===== config.mk =====
export PLATFORM = sky130hd
export DESIGN_NAME = ulpi_phy_regs
export DESIGN_NICKNAME = d
export VERILOG_FILES = /design/src/rtl/ulpi_pkg.sv /design/src/rtl/ulpi_phy_regs.sv
export SDC_FILE = /design/constraint.sdc
export NUM_CORES = 1
export LEC_CHECK = 0
export BUFFER_PORTS_ARGS = -buffer_cell sky130_fd_sc_hd__buf_4
export CAP_MARGIN = 25
export CORE_ASPECT_RATIO = 0.8
export CORE_MARGIN = 2
export CORE_UTILIZATION = 40
export DETAILED_ROUTE_END_ITERATION = 12
export PLACE_DENSITY = 0.64
export SYNTH_ARGS = -nofsm -noshare
export SYNTH_HDL_FRONTEND = slang
export SYNTH_SLANG_ARGS = --single-unit

===== constraint.sdc =====
create_clock -name CLK_60M -period 1.4 [get_ports CLK_60M]
set_input_delay 0.07 -clock CLK_60M [delete_from_list [all_inputs] [get_ports CLK_60M]]
set_output_delay 0.07 -clock CLK_60M [all_outputs]
set_load 0.1 [all_outputs]

===== src/rtl/ulpi_pkg.sv =====
// Shared definitions for the PHY-side ULPI responder: TXCMD opcodes,
// register map and reset values, RxEvent encodings and the FSM state type.
package ulpi_pkg;

  // TXCMD opcode field, bits [7:6] of the command byte
  localparam logic [1:0] TXCMD_SPECIAL  = 2'b00;
  localparam logic [1:0] TXCMD_TRANSMIT = 2'b01;
  localparam logic [1:0] TXCMD_REGWR    = 2'b10;
  localparam logic [1:0] TXCMD_REGRD    = 2'b11;

  // Register base addresses; base+1 is the set alias, base+2 the clear alias
  localparam logic [5:0] ADDR_VID_LO    = 6'h00;
  localparam logic [5:0] ADDR_VID_HI    = 6'h01;
  localparam logic [5:0] ADDR_PID_LO    = 6'h02;
  localparam logic [5:0] ADDR_PID_HI    = 6'h03;
  localparam logic [5:0] ADDR_FUNC_CTRL = 6'h04;
  localparam logic [5:0] ADDR_INTF_CTRL = 6'h07;
  localparam logic [5:0] ADDR_OTG_CTRL  = 6'h0A;
  localparam logic [5:0] ADDR_SCRATCH   = 6'h16;

  localparam logic [7:0] RST_FUNC_CTRL  = 8'h41;
  localparam logic [7:0] RST_INTF_CTRL  = 8'h00;
  localparam logic [7:0] RST_OTG_CTRL   = 8'h06;
  localparam logic [7:0] RST_SCRATCH    = 8'h00;

  localparam int FUNC_CTRL_RESET_BIT = 5;

  // RxEvent field, bits [5:4] of an RXCMD
  localparam logic [1:0] RXEV_IDLE   = 2'b00;
  localparam logic [1:0] RXEV_ACTIVE = 2'b01;
  localparam logic [1:0] RXEV_ERROR  = 2'b11;

  // 8-bit state encoding to line up with the link controller
  typedef enum logic [7:0] {
    ST_PHY_RST   = 8'h00,
    ST_RST_TA    = 8'h01,
    ST_IDLE      = 8'h02,
    ST_WR_CMD    = 8'h10,
    ST_WR_DATA   = 8'h11,
    ST_WR_STP    = 8'h12,
    ST_RD_CMD    = 8'h20,
    ST_RD_TA     = 8'h21,
    ST_RD_DATA   = 8'h22,
    ST_RD_END    = 8'h23,
    ST_TX_PID    = 8'h30,
    ST_TX_BODY   = 8'h31,
    ST_RX_TA     = 8'h40,
    ST_RX_CMD    = 8'h41,
    ST_RX_BYTE   = 8'h42,
    ST_RX_ERRCMD = 8'h43,
    ST_RX_EOP    = 8'h44,
    ST_RX_END    = 8'h45,
    ST_CMD_TA    = 8'h50,
    ST_CMD_OUT   = 8'h51,
    ST_CMD_END   = 8'h52
  } phy_state_e;

  function automatic logic [7:0] make_rxcmd(input logic [1:0] ls,
                                            input logic [1:0] vbus,
                                            input logic [1:0] ev);
    return {2'b00, ev, vbus, ls};
  endfunction

  // True when a falls on base or its set/clear aliases
  function automatic logic reg_hit(input logic [5:0] a, input logic [5:0] base);
    return (a == base) || (a == base + 6'd1) || (a == base + 6'd2);
  endfunction

  // Apply a write/set/clear access at address a to the register at base
  function automatic logic [7:0] reg_update(input logic [7:0] cur,
                                            input logic [5:0] base,
                                            input logic [5:0] a,
                                            input logic [7:0] d);
    if (a == base)             return d;
    else if (a == base + 6'd1) return cur | d;
    else if (a == base + 6'd2) return cur & ~d;
    return cur;
  endfunction

endpackage


===== src/rtl/ulpi_phy_regs.sv =====
// Minimal ULPI register file: ID bytes, FUNC_CTRL/INTF_CTRL/OTG_CTRL/SCRATCH
// with write/set/clear aliases. A FUNC_CTRL access that would set the Reset
// bit is flagged on func_reset and the bit is never stored.
module ulpi_phy_regs
  import ulpi_pkg::*;
#(
  parameter logic [15:0] VID = 16'h0424,
  parameter logic [15:0] PID = 16'h0009
) (
  input  logic       CLK_60M,
  input  logic       NRST_A_USB,
  input  logic       wr_en,
  input  logic [5:0] addr,
  input  logic [7:0] wr_data,
  output logic [7:0] rd_data,
  output logic [7:0] func_ctrl,
  output logic       func_reset
);

  logic [7:0] func_q, func_d, intf_q, intf_d, otg_q, otg_d, scratch_q, scratch_d;
  logic [7:0] func_upd;

  // Next register values for a committed access
  always_comb begin
    func_upd   = reg_update(func_q, ADDR_FUNC_CTRL, addr, wr_data);
    func_reset = wr_en && func_upd[FUNC_CTRL_RESET_BIT];
    func_d     = func_q;
    intf_d     = intf_q;
    otg_d      = otg_q;
    scratch_d  = scratch_q;
    if (wr_en) begin
      func_d                      = func_upd;
      func_d[FUNC_CTRL_RESET_BIT] = 1'b0;
      intf_d                      = reg_update(intf_q, ADDR_INTF_CTRL, addr, wr_data);
      otg_d                       = reg_update(otg_q, ADDR_OTG_CTRL, addr, wr_data);
      scratch_d                   = reg_update(scratch_q, ADDR_SCRATCH, addr, wr_data);
    end
  end

  // Register storage
  always_ff @(posedge CLK_60M or negedge NRST_A_USB) begin
    if (!NRST_A_USB) begin
      func_q    <= RST_FUNC_CTRL;
      intf_q    <= RST_INTF_CTRL;
      otg_q     <= RST_OTG_CTRL;
      scratch_q <= RST_SCRATCH;
    end else begin
      func_q    <= func_d;
      intf_q    <= intf_d;
      otg_q     <= otg_d;
      scratch_q <= scratch_d;
    end
  end

  // Read mux; set/clear aliases read back the underlying register
  always_comb begin
    rd_data = 8'h00;
    if (addr == ADDR_VID_LO)                 rd_data = VID[7:0];
    else if (addr == ADDR_VID_HI)            rd_data = VID[15:8];
    else if (addr == ADDR_PID_LO)            rd_data = PID[7:0];
    else if (addr == ADDR_PID_HI)            rd_data = PID[15:8];
    else if (reg_hit(addr, ADDR_FUNC_CTRL))  rd_data = func_q;
    else if (reg_hit(addr, ADDR_INTF_CTRL))  rd_data = intf_q;
    else if (reg_hit(addr, ADDR_OTG_CTRL))   rd_data = otg_q;
    else if (reg_hit(addr, ADDR_SCRATCH))    rd_data = scratch_q;
  end

  assign func_ctrl = func_q;

endmodule


==> results.sh, run 1 <==
export IMPL_synth_enable_flop_cells=0
export IMPL_clkSlewWorstSetupHoldPaths_ns=0.07
export IMPL_num_io_pins=34
export IMPL_track_usage_pct=27.3
export IMPL_final_cell_area_um2=3040
export IMPL_rsz0062_at_grt="yes"
export IMPL_worst_hold_path_type="input port to flop"
export IMPL_placed_area_um2=2550
export IMPL_cts_num_sinks=31
export IMPL_fin_crit_ns=1.63
export IMPL_ys_top_cells_by_area="dfrtp_1 35%, a22o_1 10%, o21ai_0 8.1%"
export IMPL_syn_avg_cell_area_um2=8.95
export IMPL_startpoint_type="input port"
export IMPL_fin_cells=341
export IMPL_fill_cells=366
export IMPL_h_tree_depth=2
export IMPL_gp_congestion=0.826
export IMPL_max_freq_mhz=615
export IMPL_final_cell_mix="59 x buf_4, 26 x o21ai_0, 23 x a22o_1, 22 x dfrtp_1"
export IMPL_clockBufferDepth=2
export IMPL_finalSetupViolCount=16
export IMPL_antenna_cells=0
export IMPL_place_inst=325
export IMPL_violations="setup timing"
export IMPL_root_buffer="clkbuf_8"
export IMPL_num_rows=22
export IMPL_drt_initial_drc_count=196
export IMPL_seq_area_frac_synth_pct=40.6
export IMPL_setup_slack_ns=-0.226
export IMPL_syn_cell_area_um2=1920
export IMPL_leakagePower_nw=1.35
export IMPL_die_height_um=66.0
export IMPL_firstDrtPassIters=4
export IMPL_fin_crit_sh_pct=116
export IMPL_fin_util_pct=66.0
export IMPL_vias_per_cell=5.87
export IMPL_cts_tree="yes"
export IMPL_grt_pass1_wl_um=10700
export IMPL_status="finished, violations left"
export IMPL_hold_path_cell_count=3
export IMPL_io_buffer_count=32
export IMPL_vdd_drop_max_mv=0.639
export IMPL_finalHoldViolCount=0
export IMPL_r2r_cells=1
export IMPL_dpl_hpwl_um=4200
export IMPL_cp_max_fo=3
export IMPL_power_density_nw_per_um2=1020
export IMPL_die_width_um=81.5
export IMPL_yosysUniqueCellTypes=41
export IMPL_setup_tns_final_ns=-1.78
export IMPL_netlist_top_cell_by_area="dfrtp_1"
export IMPL_drive_gt1_share_pct=46.3
export IMPL_syn2layout_area_growth_pct=57.7
export IMPL_drt_wl_total_um=6570
export IMPL_detail_route_antenna_nets=0
export IMPL_num_vias=2002
export IMPL_post_drt_wl_per_cell_um=19.3
export IMPL_finalMaxSlewViolations=0
export IMPL_syn_nets=232
export IMPL_first_global_vias=1996
export IMPL_ys_warnings_count=0
export IMPL_overflow=0
export IMPL_worstSetupEndpointType="output port"
export IMPL_ys_flop_type="dfrtp_1"
export IMPL_cp_arrival_ns=1.56
export IMPL_ys_seq_elements=31
export IMPL_async_flop_share_pct=100
export IMPL_drv_cap=0
export IMPL_grt_max_degree=32
export IMPL_critical_path_class="input port to output port"
export IMPL_cts_made_buffers=5
export IMPL_worst_skew_pair_late_latency_ns=0.30
export IMPL_synth_top_area_share_pct=35.1
export IMPL_cp_required_ns=1.33
export IMPL_core_area_um2=4600
export IMPL_start_util_pct=41.9
export IMPL_netlist_instances=215
export IMPL_finalClockSkew_ns=0
export IMPL_antenna_found_initial=0
export IMPL_mostFrequentLayoutCell="buf_4"
export IMPL_nets=297
export IMPL_drc=0
export IMPL_die_area_um2=5390
==> logic make-up after synthesis <==
logic type	count (synthesis)	share of synthesized area [%]
simple gates	38	12.9
compound gates	113	39.5
flops	31	40.6
buf+inv	32	6.83
other cells	1	0.195
==> layout make-up <==
type | instances | area [um2] | area share, %
inverter | 12 | 45.0 | 1.48
tap | 60 | 75.1 | 2.47
timing repair buffer | 78 | 738 | 24.3
multi-input combinational | 152 | 1300 | 42.9
clock buffer | 6 | 72.6 | 2.39
clock inverter | 2 | 12.5 | 0.412
sequential | 31 | 791 | 26.1
==> per-layer routing <==
metal | vias to the layer above | global-route usage (%) | part of all wire [%]
li1 | 944 | - | -
met1 | 982 | 39.0 | 48
met2 | 66 | 40.5 | 45
met3 | 10 | 5.33 | 6.1
met4 | 0 | 10.8 | 1.8
met5 | - | 0 | 0
==> stage by stage <==
step	power, mW	setup WS (ns)	hold WS (ns)
6_report	3.10	-0.226	0.0452
3_5_place_dp	2.22	-0.364	0.0336
3_3_place_gp	2.21	-0.351	0.0357
5_1_grt	3.24	-0.270	0.0428
2_1_floorplan	1.93	-0.646	-0.226
4_1_cts	3.06	-0.220	0.0388
==> path summary, 6_finish.rpt <==
kind | slack [ns] | start | to
worst max-delay path | -0.23 | addr[2] | rd_data[0]
worst min-delay path | 0.05 | wr_data[1] | flop
worst max register to register | 0.57 | flop | flop
worst min register to register | 0.53 | flop | flop
max in group asynchronous | 0.81 | NRST_A_USB | async pin
min in group asynchronous | 0.25 | NRST_A_USB | async pin
==> synth_stat cells (2+ instances only) <==
cell type / n
a21oi_1: 21
a221oi_1: 4
a22o_1: 23
a22oi_1: 5
a31o_2: 2
and2_1: 2
clkbuf_1: 17
dfrtp_1: 27
dfstp_2: 4
inv_1: 12
nand2b_1: 5
nor2_1: 6
nor2b_1: 3
nor3_1: 2
nor3b_1: 3
nor4_1: 2
nor4bb_1: 2
o211a_1: 2
o21ai_0: 31
o21bai_1: 16
o22ai_1: 4
or3_1: 2
or3b_2: 2
==> power by group <==
part	switching [mW]	internal [mW]	leakage, nW
Clock	0.362	0.347	0.0412
Sequential	0.200	1.10	0.384
Combinational	0.690	0.395	0.925
==> timing repair <==
action | in CTS | in global routing
gates cloned | 0 | 0
hold buffers | 1 | 0
setup endpoints to repair | 10 | 18
gates resized for setup | 61 | 7
pin swaps | 17 | 1
hold endpoints to repair | 27 | 0
setup buffers | 8 | 0
==> critical path, stage by stage <==
cell and delay (ns):
buf_8 0.10, or4b_4 0.57, a21oi_4 0.17, buf_6 0.13
a22oi_2 0.07, a22oi_2 0.23, buf_12 0.21
Power figures use the tool's default switching activity.
==> inputs of run 2 (changes only) <==
--- a/config.mk
+++ b/config.mk
@@ -7,11 +7,12 @@
 export LEC_CHECK = 0
 export BUFFER_PORTS_ARGS = -buffer_cell sky130_fd_sc_hd__buf_4
 export CAP_MARGIN = 25
+export CELL_PAD_IN_SITES_DETAIL_PLACEMENT = 0
+export CELL_PAD_IN_SITES_GLOBAL_PLACEMENT = 1
 export CORE_ASPECT_RATIO = 0.8
-export CORE_MARGIN = 2
-export CORE_UTILIZATION = 40
+export CORE_UTILIZATION = 38
 export DETAILED_ROUTE_END_ITERATION = 12
-export PLACE_DENSITY = 0.64
+export PLACE_DENSITY = 0.77
 export SYNTH_ARGS = -nofsm -noshare
 export SYNTH_HDL_FRONTEND = slang
 export SYNTH_SLANG_ARGS = --single-unit
==> run 2 against run 1 <==
Net effect:
- the flow still finishes with violations (setup timing)
- global-route usage decreased by 1.1 points
- largest cell class unchanged
- combinational power is essentially flat
- worst hold slack improved by 0.014 ns
==> results.sh, run 2 (synthesized netlist as in run 1, its figures left out) <==
export IMPL_status="finished, violations left"
export IMPL_violations="setup timing"
export IMPL_vias_per_cell=5.91
export IMPL_crit_family="flip-flops"
export IMPL_leakagePower_nw=1.34
export IMPL_antenna_cells=0
export IMPL_clockPowerShare_pct=28.0
export IMPL_fill_cells=401
export IMPL_finalPower_mw=3.26
export IMPL_num_vias=1999
export IMPL_startpoint_type="flop"
export IMPL_overflow=0
export IMPL_place_inst=329
export IMPL_grt_max_degree=32
export IMPL_drive_gt1_share_pct=47.1
export IMPL_start_util_pct=40.6
export IMPL_die_width_um=81.6
export IMPL_detail_route_antenna_nets=0
export IMPL_finalHoldViolCount=0
export IMPL_root_buffer="clkbuf_8"
export IMPL_drc=0
export IMPL_worst_pin_slew_ns=0.634
export IMPL_final_seq_area_um2=791
export IMPL_clockBufferDepth=2
export IMPL_fin_crit_ns=1.61
export IMPL_first_global_vias=1874
export IMPL_cts_num_sinks=31
export IMPL_nets=294
export IMPL_post_drt_wl_per_cell_um=19.2
export IMPL_syn2layout_area_growth_pct=56.0
export IMPL_mostFrequentLayoutCell="buf_4"
export IMPL_cellInternalPower_mw=2.06
export IMPL_drv_cap=0
export IMPL_drt_wl_total_um=6500
export IMPL_firstDrtPassIters=4
export IMPL_p_sw_share_pct=36.8
export IMPL_worstSetupEndpointType="output port"
export IMPL_slowest_delay_ns=0.57
export IMPL_pre_cts_slack_ns=-0.343
export IMPL_rsz0062_at_grt="yes"
export IMPL_vdd_drop_max_mv=0.816
export IMPL_cts_made_buffers=5
export IMPL_finalClockSkew_ns=0
export IMPL_io_buffer_count=32
export IMPL_die_area_um2=5350
export IMPL_maxSlewHeadroom_pct=57.5
export IMPL_clkSlewWorstSetupHoldPaths_ns=0.07
export IMPL_core_area_um2=4730
export IMPL_fin_cells=338
export IMPL_cp_required_ns=1.33
export IMPL_fin_crit_sh_pct=115
export IMPL_p_seq_share_pct=39.3
export IMPL_gp_congestion=0.848
export IMPL_cp_arrival_ns=1.54
export IMPL_max_freq_mhz=620
export IMPL_antenna_found_initial=0
export IMPL_p_switching_mw=1.20
export IMPL_h_tree_depth=2
export IMPL_num_io_pins=34
export IMPL_worstPathCellList="inv_2 -> o32ai_4 -> o21ai_2 -> a21oi_4 -> buf_12"
export IMPL_cp_max_fo=3
export IMPL_dpl_hpwl_um=4550
export IMPL_grt_pass1_wl_um=10200
export IMPL_finalMaxSlewViolations=0
export IMPL_critical_path_class="flop to output port"
export IMPL_die_height_um=65.7
export IMPL_num_rows=22
export IMPL_worst_skew_pair_late_latency_ns=0.27
export IMPL_drt_initial_drc_count=194
export IMPL_power_density_nw_per_um2=1090
export IMPL_final_cell_mix="60 x buf_4, 27 x o21ai_0, 23 x a22o_1, 22 x dfrtp_1, 16 x a21oi_1"
export IMPL_cp_buffers_inverters=2
export IMPL_finalSetupViolCount=16
export IMPL_multi_input_area_um2=1280
export IMPL_combinationalPowerShare_pct=32.7
export IMPL_worst_hold_path_type="input port to flop"
export IMPL_cts_tree="yes"
export IMPL_setup_slack_ns=-0.213
export IMPL_crit_path_top_delay_cell="dfstp_2"
export IMPL_track_usage_pct=26.3
run 2: worst paths after layout:
| check | depth (start not counted) | start | slack (ns) | endpoint |
|---|---|---|---|---|
| setup / recovery | 5 | flop | -0.21 | rd_data[2] |
| hold / removal | 3 | wr_data[2] | 0.06 | flop |
| setup reg to reg | 1 | flop | 0.54 | flop |
| hold reg to reg | 1 | flop | 0.51 | flop |
| max in group asynchronous | 2 | NRST_A_USB | 0.79 | async pin |
| min in group asynchronous | 2 | NRST_A_USB | 0.28 | async pin |
run 2: repair_timing:
action	4_1_cts	5_1_grt
setup buffers	1	0
hold endpoints to repair	27	0
resized for setup	51	12
cloned	0	0
endpoints found under the setup margin	13	20
pin swaps	12	5
hold buffers	1	0
run 2: power groups by stage:
stage	clock, mW	combinational (mW)	sequential, mW
2_1_floorplan	0	0.438	1.49
3_3_place_gp	0	0.963	1.25
3_5_place_dp	0	0.973	1.26
4_1_cts	0.922	1.04	1.26
5_1_grt	0.973	1.13	1.30
6_report	0.913	1.07	1.28
run 2: final cells by class:
| type | count | area share [%] |
|---|---|---|
| clock inverters | 2 | 1.17 |
| flip-flops and latches | 31 | 26.3 |
| well taps | 60 | 2.50 |
| repair buffers | 75 | 22.9 |
| multi-input cells | 152 | 42.8 |
| clock buffers | 6 | 2.75 |
| inverters | 12 | 1.50 |
run 2: metrics by stage:
stage          TNS (ns)  hold WS, ns  util [%]  area, um2
4_1_cts           -1.25       0.0565      61.8       2920
3_5_place_dp      -8.38       0.0225      54.5       2580
3_3_place_gp      -8.04       0.0272      54.5       2580
5_1_grt           -1.76       0.0581      63.4       3000
6_report          -1.37       0.0591      63.4       3000
2_1_floorplan     -3.83       -0.226         -       2040
run 2: metal layers:
layer  part of all wire, %  track usage (%)
met5                     0                0
met2                    45             40.0
met3                   6.4             4.86
met1                    48             38.4
met4                  0.69             5.36
run 2: worst min-delay path, delay by kind of cell:
kind | cells | cell delay (ns)
compound gates | 1 | 0.07
buf+inv | 2 | 0.19
==> inputs of run 3 (changes only) <==
--- a/config.mk
+++ b/config.mk
@@ -7,12 +7,12 @@
 export LEC_CHECK = 0
 export BUFFER_PORTS_ARGS = -buffer_cell sky130_fd_sc_hd__buf_4
 export CAP_MARGIN = 25
-export CELL_PAD_IN_SITES_DETAIL_PLACEMENT = 0
-export CELL_PAD_IN_SITES_GLOBAL_PLACEMENT = 1
+export CELL_PAD_IN_SITES_DETAIL_PLACEMENT = 2
+export CELL_PAD_IN_SITES_GLOBAL_PLACEMENT = 2
 export CORE_ASPECT_RATIO = 0.8
-export CORE_UTILIZATION = 38
+export CORE_UTILIZATION = 30
 export DETAILED_ROUTE_END_ITERATION = 12
-export PLACE_DENSITY = 0.77
+export PLACE_DENSITY = 0.76
 export SYNTH_ARGS = -nofsm -noshare
 export SYNTH_HDL_FRONTEND = slang
 export SYNTH_SLANG_ARGS = --single-unit
==> run 3 against run 2 <==
Net effect:
- the flow still finishes with violations (setup timing)
- flip-flop and latch count unchanged
- die area increased by 26%
- critical path type is now input port to output port
- largest cell class unchanged
- via count increased by 6.4%
- sequential power about the same
- final area increased by 2.8%
- critical path depth increased by 2
- highest routed layer unchanged
==> results.sh, run 3 (synthesized netlist as in run 1, its figures left out) <==
export IMPL_status="finished, violations left"
export IMPL_violations="setup timing"
export IMPL_fin_crit_sh_pct=122
export IMPL_crit_family="simple AND/OR/NAND/NOR gates"
export IMPL_cts_tree="yes"
export IMPL_leakagePower_nw=1.34
export IMPL_finalMaxSlewViolations=0
export IMPL_dpl_hpwl_um=5660
export IMPL_num_vias=2127
export IMPL_overflow=0
export IMPL_multi_input_area_um2=1320
export IMPL_grt_max_degree=32
export IMPL_worst_skew_pair_late_latency_ns=0.30
export IMPL_io_buffer_count=32
export IMPL_start_util_pct=31.9
export IMPL_worst_hold_path_type="input port to flop"
export IMPL_antenna_cells=0
export IMPL_die_height_um=73.6
export IMPL_root_buffer="clkbuf_8"
export IMPL_critical_path_class="input port to output port"
export IMPL_syn2layout_area_growth_pct=60.3
export IMPL_startpoint_type="input port"
export IMPL_finalHoldViolCount=0
export IMPL_drt_initial_drc_count=108
export IMPL_placed_area_um2=2540
export IMPL_h_tree_depth=2
export IMPL_grt_pass1_wl_um=14400
export IMPL_cts_made_buffers=5
export IMPL_die_width_um=91.5
export IMPL_vias_per_cell=5.89
export IMPL_drt_wl_total_um=9500
export IMPL_crit_path_top_delay_cell="or4b_4"
export IMPL_finalClockSkew_ns=0
export IMPL_final_cell_mix="58 x buf_4, 26 x o21ai_0, 23 x a22o_1, 22 x dfrtp_1, 15 x a21oi_1"
export IMPL_power_density_nw_per_um2=1040
export IMPL_vdd_drop_max_mv=0.897
export IMPL_drive_gt1_share_pct=48.2
export IMPL_detail_route_antenna_nets=0
export IMPL_slowest_delay_ns=0.56
export IMPL_cp_required_ns=1.33
export IMPL_finalPower_mw=3.21
export IMPL_mostFrequentLayoutCell="buf_4"
export IMPL_fin_util_pct=51.1
export IMPL_worstPathCellList="buf_6 -> or4b_4 -> a21oi_4 -> buf_12 -> a22oi_2 -> a22oi_2 -> buf_12"
export IMPL_drv_cap=0
export IMPL_nets=296
export IMPL_finalSetupViolCount=13
export IMPL_whs_ns=0.0661
export IMPL_final_seq_area_um2=791
export IMPL_place_inst=341
export IMPL_cp_max_fo=6
export IMPL_clockBufferDepth=2
export IMPL_track_usage_pct=29.6
export IMPL_final_cell_area_um2=3090
export IMPL_clkSlewWorstSetupHoldPaths_ns=0.07
export IMPL_post_drt_wl_per_cell_um=26.3
export IMPL_firstDrtPassIters=4
export IMPL_fill_cells=603
export IMPL_cp_arrival_ns=1.64
export IMPL_rsz0062_at_grt="yes"
export IMPL_gp_congestion=0.812
export IMPL_fin_cells=361
export IMPL_cts_num_sinks=31
export IMPL_num_io_pins=34
export IMPL_core_area_um2=6040
export IMPL_max_freq_mhz=586
export IMPL_setup_slack_ns=-0.306
export IMPL_cp_buffers_inverters=3
export IMPL_drc=0
export IMPL_maxSlewHeadroom_pct=59.5
export IMPL_num_rows=25
export IMPL_die_area_um2=6740
export IMPL_worstSetupEndpointType="output port"
export IMPL_fin_crit_ns=1.71
export IMPL_antenna_found_initial=0
export IMPL_first_global_vias=2358
export IMPL_worst_pin_slew_ns=0.605
-- run 3: changes by cell type in the layout (fill, tap and decap cells not counted), moves of 2 or more --
| cell | change |
|---|---|
| o22ai_4 | -2 |
| buf_12 | +3 |
| o22ai_2 | +2 |
| a221oi_2 | -3 |
| a221oi_4 | +3 |
| buf_4 | -2 |
-- run 3: power by group --
group	internal (mW)	switching [mW]	leakage [nW]
Sequential	1.10	0.199	0.384
Combinational	0.403	0.759	0.913
Clock	0.348	0.406	0.0412
Total	1.85	1.36	1.34
-- run 3: layout make-up --
type                       count  area share, %
clock buffer                   6           2.35
clock inverter                 2          0.406
inverter                      12           1.46
multi-input combinational    152           42.6
sequential                    31           25.6
tap                           81           3.28
timing repair buffer          77           24.2
-- run 3: final timing paths --
check | startpoint | slack, ns | endpoint | depth (start not counted)
worst max-delay path | addr[0] | -0.31 | rd_data[3] | 7
worst min-delay path | wr_data[2] | 0.07 | flop | 3
worst max register to register | flop | 0.51 | flop | 2
worst min register to register | flop | 0.53 | flop | 1
max in group asynchronous | NRST_A_USB | 0.82 | async pin | 2
min in group asynchronous | NRST_A_USB | 0.25 | async pin | 2
-- run 3: metal layers --
| metal | track usage (%) | up-vias | wire length (um) |
|---|---|---|---|
| met5 | 0 | - | 0 |
| met4 | 10.6 | 0 | 293 |
| met3 | 5.38 | 30 | 410 |
| met2 | 51.4 | 66 | 4530 |
| met1 | 37.3 | 1097 | 4270 |
| li1 | - | 934 | - |
-- run 3: per-stage QoR --
step / setup WS, ns / TNS [ns]
final: -0.306 / -2.10
after global routing: -0.314 / -2.62
after CTS: -0.260 / -1.54
after detailed placement: -0.404 / -7.08
after global placement: -0.340 / -6.09
after floorplan: -0.646 / -3.83
-- run 3: worst min-delay path, delay by kind of cell --
family	cells	cell delay, ns
buffers and inverters	2	0.21
AOI/OAI and AO/OA	1	0.08
-- run 3: what timing repair did --
item,CTS,global route
buffers inserted,7,4
hold buffers,1,0
setup endpoints to repair,10,16
pin swaps,12,8
gates resized for setup,60,8
hold endpoints to repair,27,0
